**src/rtl/pipe_stage_chain.sv**
```systemverilog
// Chain of DEPTH valid-tagged pipeline registers: per-stage flush, shared stall.
// Define PIPE_PERF_CNT_EN to build the saturating stall/flush cycle counters.
module pipe_stage_chain #(
    parameter int unsigned DATA_W     = 32,
    parameter int unsigned DEPTH      = 2,
    parameter logic [31:0] BUBBLE_VAL = 32'h00000013,
    parameter int unsigned CNT_W      = 16
) (
    input  logic                     clk,
    input  logic                     rst,
    input  logic                     in_valid,
    input  logic [DATA_W-1:0]        in_data,
    input  logic                     stall,
    input  logic [DEPTH-1:0]         flush,
    output logic [DEPTH-1:0]         stage_valid,
    output logic [DEPTH*DATA_W-1:0]  stage_data,
    output logic                     out_valid,
    output logic [DATA_W-1:0]        out_data,
    output logic [CNT_W-1:0]         stall_cnt,
    output logic [CNT_W-1:0]         flush_cnt
);

    if (DEPTH < 1 || DEPTH > 8) begin : g_depth_chk
        $error("pipe_stage_chain: DEPTH must be in 1..8");
    end

    localparam logic [DATA_W-1:0] BUBBLE = DATA_W'(BUBBLE_VAL);

    logic [DEPTH-1:0]             valid_q, valid_d, src_valid;
    logic [DEPTH-1:0][DATA_W-1:0] data_q, data_d, src_data;

    // Stage 0 is fed from the input port, stage i from stage i-1.
    always_comb begin
        src_valid    = '0;
        src_data     = '0;
        src_valid[0] = in_valid;
        src_data[0]  = in_data;
        for (int i = 1; i < DEPTH; i++) begin
            src_valid[i] = valid_q[i-1];
            src_data[i]  = data_q[i-1];
        end
    end

    always_comb begin
        valid_d = valid_q;
        data_d  = data_q;
        for (int i = 0; i < DEPTH; i++) begin
            if (flush[i]) begin
                valid_d[i] = 1'b0;
                data_d[i]  = BUBBLE;
            end else if (!stall) begin
                valid_d[i] = src_valid[i];
                data_d[i]  = src_data[i];
            end
        end
    end

    always_ff @(posedge clk or negedge rst) begin
        if (!rst) begin
            valid_q <= '0;
            data_q  <= {DEPTH{BUBBLE}};
        end else begin
            valid_q <= valid_d;
            data_q  <= data_d;
        end
    end

    assign stage_valid = valid_q;
    assign stage_data  = data_q;
    assign out_valid   = valid_q[DEPTH-1];
    assign out_data    = data_q[DEPTH-1];

`ifdef PIPE_PERF_CNT_EN
    logic [CNT_W-1:0] stall_cnt_q, stall_cnt_d;
    logic [CNT_W-1:0] flush_cnt_q, flush_cnt_d;

    always_comb begin
        stall_cnt_d = stall_cnt_q;
        flush_cnt_d = flush_cnt_q;
        if (stall && stall_cnt_q != '1) begin
            stall_cnt_d = stall_cnt_q + CNT_W'(1);
        end
        if ((|flush) && flush_cnt_q != '1) begin
            flush_cnt_d = flush_cnt_q + CNT_W'(1);
        end
    end

    always_ff @(posedge clk or negedge rst) begin
        if (!rst) begin
            stall_cnt_q <= '0;
            flush_cnt_q <= '0;
        end else begin
            stall_cnt_q <= stall_cnt_d;
            flush_cnt_q <= flush_cnt_d;
        end
    end

    assign stall_cnt = stall_cnt_q;
    assign flush_cnt = flush_cnt_q;
`else
    assign stall_cnt = '0;
    assign flush_cnt = '0;
`endif

endmodule

```
**config.mk**
```make
export PLATFORM = sky130hd
export DESIGN_NAME = pipe_stage_chain
export DESIGN_NICKNAME = d
export VERILOG_FILES = /design/src/rtl/pipe_stage_chain.sv
export SDC_FILE = /design/constraint.sdc
export NUM_CORES = 1
export LEC_CHECK = 0
export ABC_CLOCK_PERIOD_IN_PS = 1100
export CAP_MARGIN = 20
export CORE_AREA = 2 2 93 95
export CTS_BUF_LIST = sky130_fd_sc_hd__clkbuf_16
export DETAILED_ROUTE_END_ITERATION = 10
export DIE_AREA = 0 0 95 97
export PLACE_DENSITY_LB_ADDON = 0.3
export SLEW_MARGIN = 20
export SYNTH_ARGS = -nofsm -noshare
export SYNTH_HDL_FRONTEND = slang
export SYNTH_SLANG_ARGS = --single-unit
export TNS_END_PERCENT = 10
```
**constraint.sdc**
```tcl
create_clock -name clk -period 1.1 [get_ports clk]
set_input_delay 0.11 -clock clk [delete_from_list [all_inputs] [get_ports clk]]
set_output_delay 0.11 -clock clk [all_outputs]
set_load 0.02 [all_outputs]
```
==> results of run 1 <==
==> per-layer routing <==
layer | part of all wire [%] | track usage [%] | vias up
li1 | - | - | 1072
met1 | 43 | 21.3 | 1134
met2 | 50 | 26.2 | 94
met3 | 6.8 | 3.89 | 2
met4 | 0.24 | 4.01 | 0
met5 | 0 | 0 | -
==> kinds of logic (layout without fill, tap and decap cells) <==
kind of cell	after synthesis	count (layout)	synth area share, %
buffers and inverters	81	185	20.0
DFF	66	66	51.5
muxes	60	60	18.6
other	1	32	0.116
and+or+nand+nor	66	66	8.15
AOI/OAI and AO/OA	6	6	1.63
==> worst paths after layout <==
kind | start | end | cells past startpoint
max | out_data[0]$_DFFE_PN1P_ | out_data[0] | 1
min | stall | out_data[27]$_DFFE_PN0P_ | 3
max reg2reg | stage_data[4]$_DFFE_PN1P_ | out_data[4]$_DFFE_PN1P_ | 3
min reg2reg | stage_data[6]$_DFFE_PN0P_ | stage_data[6]$_DFFE_PN0P_ | 2
max in group asynchronous | rst | out_data[4]$_DFFE_PN1P_ | 3
min in group asynchronous | rst | out_data[8]$_DFFE_PN0P_ | 2
==> stage by stage <==
stage	util, %	setup TNS [ns]
after floorplan	-	0
after global placement	54.8	-1.09
after detailed placement	54.8	-1.15
after CTS	58.4	-0.171
after global routing	53.7	-0.219
final	53.7	-0.0112
==> placed cells by master, fill, tap and decap left out <==
cell / instances
buf_2: 75
mux2i_1: 60
nor2_1: 60
dfrtp_1: 60
clkdlybuf4s50_1: 35
conb_1: 32
buf_4: 32
clkdlybuf4s15_2: 13
clkbuf_16: 9
buf_6: 7
nor2b_1: 6
a211o_1: 6
dfstp_2: 6
clkinv_2: 3
clkbuf_2: 3
buf_12: 3
clkinvlp_4: 2
clkinv_1: 1
inv_1: 1
dlygate4sd3_1: 1
==> sequential cells by signal (all words and copies together), names as in the netlist <==
signal / flops
out_data: 32
stage_valid: 2
stage_data: 32
==> power by group through the flow <==
stage          Combinational, uW  Clock [uW]  Sequential [uW]
6_report                    1110        2470             2630
5_1_grt                     1200        2670             2650
4_1_cts                     1170        2550             2640
3_5_place_dp                1230           0             2680
3_3_place_gp                1210           0             2670
2_1_floorplan                611           0             2820
==> cell type report <==
class	instances	area (sq um)
Sequential cell	66	1660
Fill cell	811	3770
Clock inverter	7	37.5
Timing Repair Buffer	169	1280
Tap cell	105	131
Clock buffer	9	225
Multi-Input combinational cell	164	1040
==> timing repair <==
item                                    in CTS  in global routing
gates cloned                                 0                  0
resized for setup                          322                 74
hold endpoints to repair                    15                  0
endpoints found under the setup margin      99                 77
hold buffers                                 1                  0
==> results.py, run 1 <==
metrics = {
    "setup_path": {
        "worstPathCellList": "buf_4",
        "r2r_slack_ns": 0.10,
        "startpoint_type": "register",
        "path_max_fanout": 3,
        "max_stage_delay_ns": 0.54,
        "worst-path-buf-inv": 1,
        "worst_path_max_delay_cell": "dfstp_2",
        "required_ns": 0.99,
        "arrival_ns": 1.00,
        "worstSetupPathType": "register to output port",
        "cp_top_family": "flip-flops",
        "endpoint_kind": "output port",
    },
    "finish": {
        "drive_gt1_share_pct": 36.9,
        "n_antenna_cell": 0,
        "final_cells": 520,
        "postLayoutCellArea_sq_um": 4370,
        "fin_nets": 448,
        "area_growth_pct": 35.4,
    },
    "placed_design": {
        "placed_cells": 503,
        "pre_cts_ws_ns": -0.139,
        "hpwl_mm": 5.18,
        "io_buffers": 136,
        "place_area_sq_um": 4460,
        "gp_congestion": 0.712,
    },
    "yosys": {
        "synth_most_common_cell": "buf_4",
        "synth-edff-count": 0,
        "synth_commonest_cells": "buf_4 (67), dfrtp_1 (60), mux2i_1 (60), nor2_1 (60), clkbuf_1 (8)",
        "synth_flop_cell": "dfrtp_1",
        "yosys.area.top_type_share_pct": 46.6,
        "avgSynthCellArea_sq_um": 11.5,
        "syn_area_sq_um": 3220,
        "synth_warnings": 0,
        "yosys-top-cells-area": "dfrtp_1 (47%), mux2i_1 (19%), buf_4 (16%)",
        "synth_top_area_cell": "dfrtp_1",
        "ys_seq_area_share_pct": 51.5,
        "synth.distinct_cells": 11,
        "synth.ff_latch_count": 66,
        "synthCells": 280,
        "async_flop_share_pct": 100,
    },
    "detailed_routing": {
        "wl_per_cell_microns": 13.7,
        "routed_wirelength_mm": 7.13,
        "viasPerCell": 4.43,
        "drc_errors": 0,
        "drt-initial-drc-count": 39,
        "final_antenna_net_count": 0,
        "first_pass_iters": 4,
        "vias": 2302,
    },
    "sta": {
        "setup_slack_ns": -0.00611,
        "finalCritPeriodShare_pct": 101,
        "rsz0062_at_grt": "yes",
        "setup_viol": 2,
        "whs_ns": 0.225,
        "clock_skew_ns": 0.00380,
        "report.final.slew_viol_count": 0,
        "finalHoldViolCount": 0,
        "max_freq_ghz": 0.904,
        "finalCriticalPeriod_ns": 1.11,
    },
    "cts": {
        "clk-insertion-delay-late_ns": 0.32,
        "cts.root.buffer_cell": "clkbuf_16",
        "cts_buffers": 9,
        "cts_buffer_depth": 2,
        "cts_max_level": 3,
        "clk_pin_slew_ns": 0.05,
        "postCtsSetupBuffers": 0,
        "cts_tree": "done",
        "clkSinkCount": 66,
    },
    "power_and_ir_drop": {
        "power_switching_uw": 1690,
        "sequentialPowerShare_pct": 42.4,
        "leakagePower_uw": 0.00243,
        "clkPwrFrac_pct": 39.8,
        "power_density_nw_per_um2": 1420,
        "intPower_uw": 4530,
        "switching_share_pct": 27.2,
        "power_uw": 6210,
        "p_comb_share_pct": 17.8,
        "ir_drop_v": 0.000759,
    },
    "hold_path": {
        "hold_path_class": "input port to register",
    },
    "outcome": {
        "status": "complete, but fails checks",
        "violations": "negative setup slack",
    },
    "grt": {
        "grt_pass1_vias": 2328,
        "grt_pass1_wl_mm": 11.7,
        "grt_overflow": 0,
        "grt_max_degree": 30,
        "grt_use_total_pct": 16.0,
        "antenna_found_initial": 0,
    },
    "floorplan": {
        "num_rows": 33,
        "ioPinCount": 169,
        "start_util_pct": 39.6,
        "die-area_sq_um": 9220,
        "dieWidth_microns": 95,
        "die_y_microns": 97,
        "core_area_sq_um": 8130,
    },
    "job": {
        "max_cap_violations": 0,
    },
}
No activity file was read; power rests on OpenSTA's default activity.
==> run 2, diff against run 1 <==
--- a/config.mk
+++ b/config.mk
@@ -5,12 +5,12 @@
 export SDC_FILE = /design/constraint.sdc
 export NUM_CORES = 1
 export LEC_CHECK = 0
-export ABC_CLOCK_PERIOD_IN_PS = 1100
+export ABC_AREA = 1
 export CAP_MARGIN = 20
-export CORE_AREA = 2 2 93 95
+export CORE_AREA = 2 2 94 96
 export CTS_BUF_LIST = sky130_fd_sc_hd__clkbuf_16
 export DETAILED_ROUTE_END_ITERATION = 10
-export DIE_AREA = 0 0 95 97
+export DIE_AREA = 0 0 96 98
 export PLACE_DENSITY_LB_ADDON = 0.3
 export SLEW_MARGIN = 20
 export SYNTH_ARGS = -nofsm -noshare
==> run 2 against run 1 <==
  * The flow still finishes with violations (negative setup slack)
  * Fmax down 1.2%
  * Design area up 4.7%
  * Via count up 20%
  * Core utilization up 0.34 points
  * Count of clock-buffer cells in the layout unchanged
  * Die area up 2.1%
==> results.py, run 2 <==
metrics = {
    "placed_design": {
        "gp_congestion": 0.769,
        "io_buffers": 136,
        "pre_cts_ws_ns": -0.134,
        "hpwl_mm": 6.01,
    },
    "cts": {
        "clk_pin_slew_ns": 0.06,
        "clkSinkCount": 66,
        "postCtsSetupBuffers": 0,
        "cts_buffer_depth": 2,
        "clk-insertion-delay-late_ns": 0.33,
        "cts_tree": "done",
        "cts_buffers": 9,
        "cts_max_level": 3,
        "cts.root.buffer_cell": "clkbuf_16",
    },
    "grt": {
        "grt_use_total_pct": 18.5,
        "grt_pass1_vias": 2695,
        "grt_overflow": 0,
        "antenna_found_initial": 0,
        "grt_max_degree": 30,
        "grt_pass1_wl_mm": 13.4,
    },
    "finish": {
        "nFillCells": 815,
        "drive_gt1_share_pct": 33.4,
        "regArea_sq_um": 1660,
        "area_growth_pct": 43.9,
        "multi_input_area_sq_um": 987,
        "layout_commonest_cell": "nand2_1",
        "mostFrequentLayoutCells": "nand2_1 (141), buf_2 (76), nand3_1 (65), dfrtp_1 (60), buf_4 (44)",
        "n_antenna_cell": 0,
        "fin_nets": 548,
    },
    "setup_path": {
        "cp_top_family": "flip-flops",
        "r2r-start": "stage_data[0]$_DFFE_PN1P_",
        "arrival_ns": 1.01,
        "worst_path_max_delay_cell": "dfstp_2",
        "startpoint_type": "register",
        "worstPathCellList": "buf_4",
        "path_max_fanout": 3,
        "max_stage_delay_ns": 0.54,
        "startpoint": "out_data[0]$_DFFE_PN1P_",
        "worstSetupPathType": "register to output port",
        "endpoint_kind": "output port",
        "worst-path-buf-inv": 1,
        "required_ns": 0.99,
    },
    "yosys": {
        "synth-edff-count": 0,
        "synthCells": 369,
        "avgSynthCellArea_sq_um": 8.61,
        "synth_warnings": 0,
        "async_flop_share_pct": 100,
        "synth_top_area_cell": "dfrtp_1",
        "synth_commonest_cells": "nand2_1 (141), buf_4 (70), nand3_1 (65)",
        "synth_flop_cell": "dfrtp_1",
        "synth_most_common_cell": "nand2_1",
        "yosys-top-cells-area": "dfrtp_1 (47%), nand2_1 (17%), buf_4 (17%)",
        "synth.distinct_cells": 11,
        "yosys.area.top_type_share_pct": 47.3,
        "ys_seq_area_share_pct": 52.2,
        "synth.ff_latch_count": 66,
        "syn_area_sq_um": 3180,
    },
    "job": {
        "max_cap_violations": 0,
    },
    "power_and_ir_drop": {
        "leakagePower_uw": 0.00268,
        "power_density_nw_per_um2": 1520,
        "ir_drop_v": 0.000719,
        "power_uw": 6970,
    },
    "outcome": {
        "violations": "negative setup slack",
        "status": "complete, but fails checks",
    },
    "sta": {
        "setup_slack_ns": -0.0191,
        "report.final.slew_viol_count": 0,
        "finalHoldViolCount": 0,
        "setup_viol": 6,
        "max_freq_ghz": 0.894,
        "finalCriticalPeriod_ns": 1.12,
        "rsz0062_at_grt": "yes",
        "finalCritPeriodShare_pct": 102,
        "clock_skew_ns": 0.00736,
    },
    "floorplan": {
        "die_y_microns": 98,
        "num_rows": 34,
        "ioPinCount": 169,
        "core_area_sq_um": 8470,
        "die-area_sq_um": 9410,
        "start_util_pct": 37.5,
        "dieWidth_microns": 96,
    },
    "detailed_routing": {
        "drc_errors": 0,
        "final_antenna_net_count": 0,
        "routed_wirelength_mm": 8.28,
        "drt-initial-drc-count": 76,
        "viasPerCell": 4.44,
        "wl_per_cell_microns": 13.3,
        "first_pass_iters": 4,
        "vias": 2764,
    },
    "hold_path": {
        "hold_path_class": "input port to register",
        "hold_path.startpoint": "stall",
    },
}
-- run 2: timing repair --
action | 4_1_cts | 5_1_grt
endpoints found under the hold margin | 12 | 0
hold buffers | 1 | 0
resized for setup | 357 | 39
endpoints found under the setup margin | 99 | 47
cloned | 0 | 0
-- run 2: layout make-up --
cell class	count	area share (%)
clock inverter	7	2.35
tap	108	2.96
sequential	66	36.3
timing repair buffer	184	31.1
inverter	9	0.739
clock buffer	9	4.93
multi-input combinational	240	21.6
-- run 2: worst reg2reg max path, stage by stage, from the launching register on --
cell	delay [ns]
dfstp_2	0.54
buf_4	0.11
inv_1	0.04
nand2_1	0.05
nand2_1	0.04
nand2_1	0.06
-- run 2: cells by family (layout without fill, tap and decap cells) --
group                  count (synthesis)  after routing  share of synthesized area, %
buffers and inverters                 94            209                          20.4
flip-flops                            66             66                          52.2
other                                  1             32                         0.118
AND/OR/NAND/NOR                      208            208                          27.3
-- run 2: report_power, final --
part / leakage (uW) / switching (uW) / internal (uW) / total (uW)
Clock: 0.000164 / 1000 / 2190 / 3190
Combinational: 0.00164 / 673 / 470 / 1140
Sequential: 0.000875 / 79.6 / 2560 / 2640
Total: 0.00268 / 1750 / 5220 / 6970
-- run 2: metrics by stage --
stage               instances  hold slack [ns]  util, %  area, sq um  TNS, ns
global route              623            0.157     54.0         4570   -0.243
floorplan                 400           -0.186        -         3290        0
CTS                       623            0.143     56.8         4800   -0.141
global placement          606           0.0442     54.1         4580    -3.22
finish                    623            0.149     54.0         4570  -0.0702
detailed placement        606           0.0504     54.1         4580    -3.80
-- run 2: worst paths after layout --
check | endpoint | slack (ns) | cells after the start
max | out_data[0] | -0.02 | 1
min reg2reg | out_data[0]$_DFFE_PN1P_ | 0.50 | 2
min in group asynchronous | stage_data[28]$_DFFE_PN0P_ | 0.24 | 2
max in group asynchronous | out_data[4]$_DFFE_PN1P_ | 0.31 | 3
min | out_data[19]$_DFFE_PN0P_ | 0.15 | 3
max reg2reg | out_data[0]$_DFFE_PN1P_ | 0.20 | 5
-- run 2: routing by layer --
metal  up-vias  global-route usage, %  wire length, microns
met5         -                      0                     0
met4         0                   7.25                    91
met3         8                   4.86                   597
met2       104                   30.3                  4150
met1      1314                   22.9                  3440
li1       1338                      -                     -
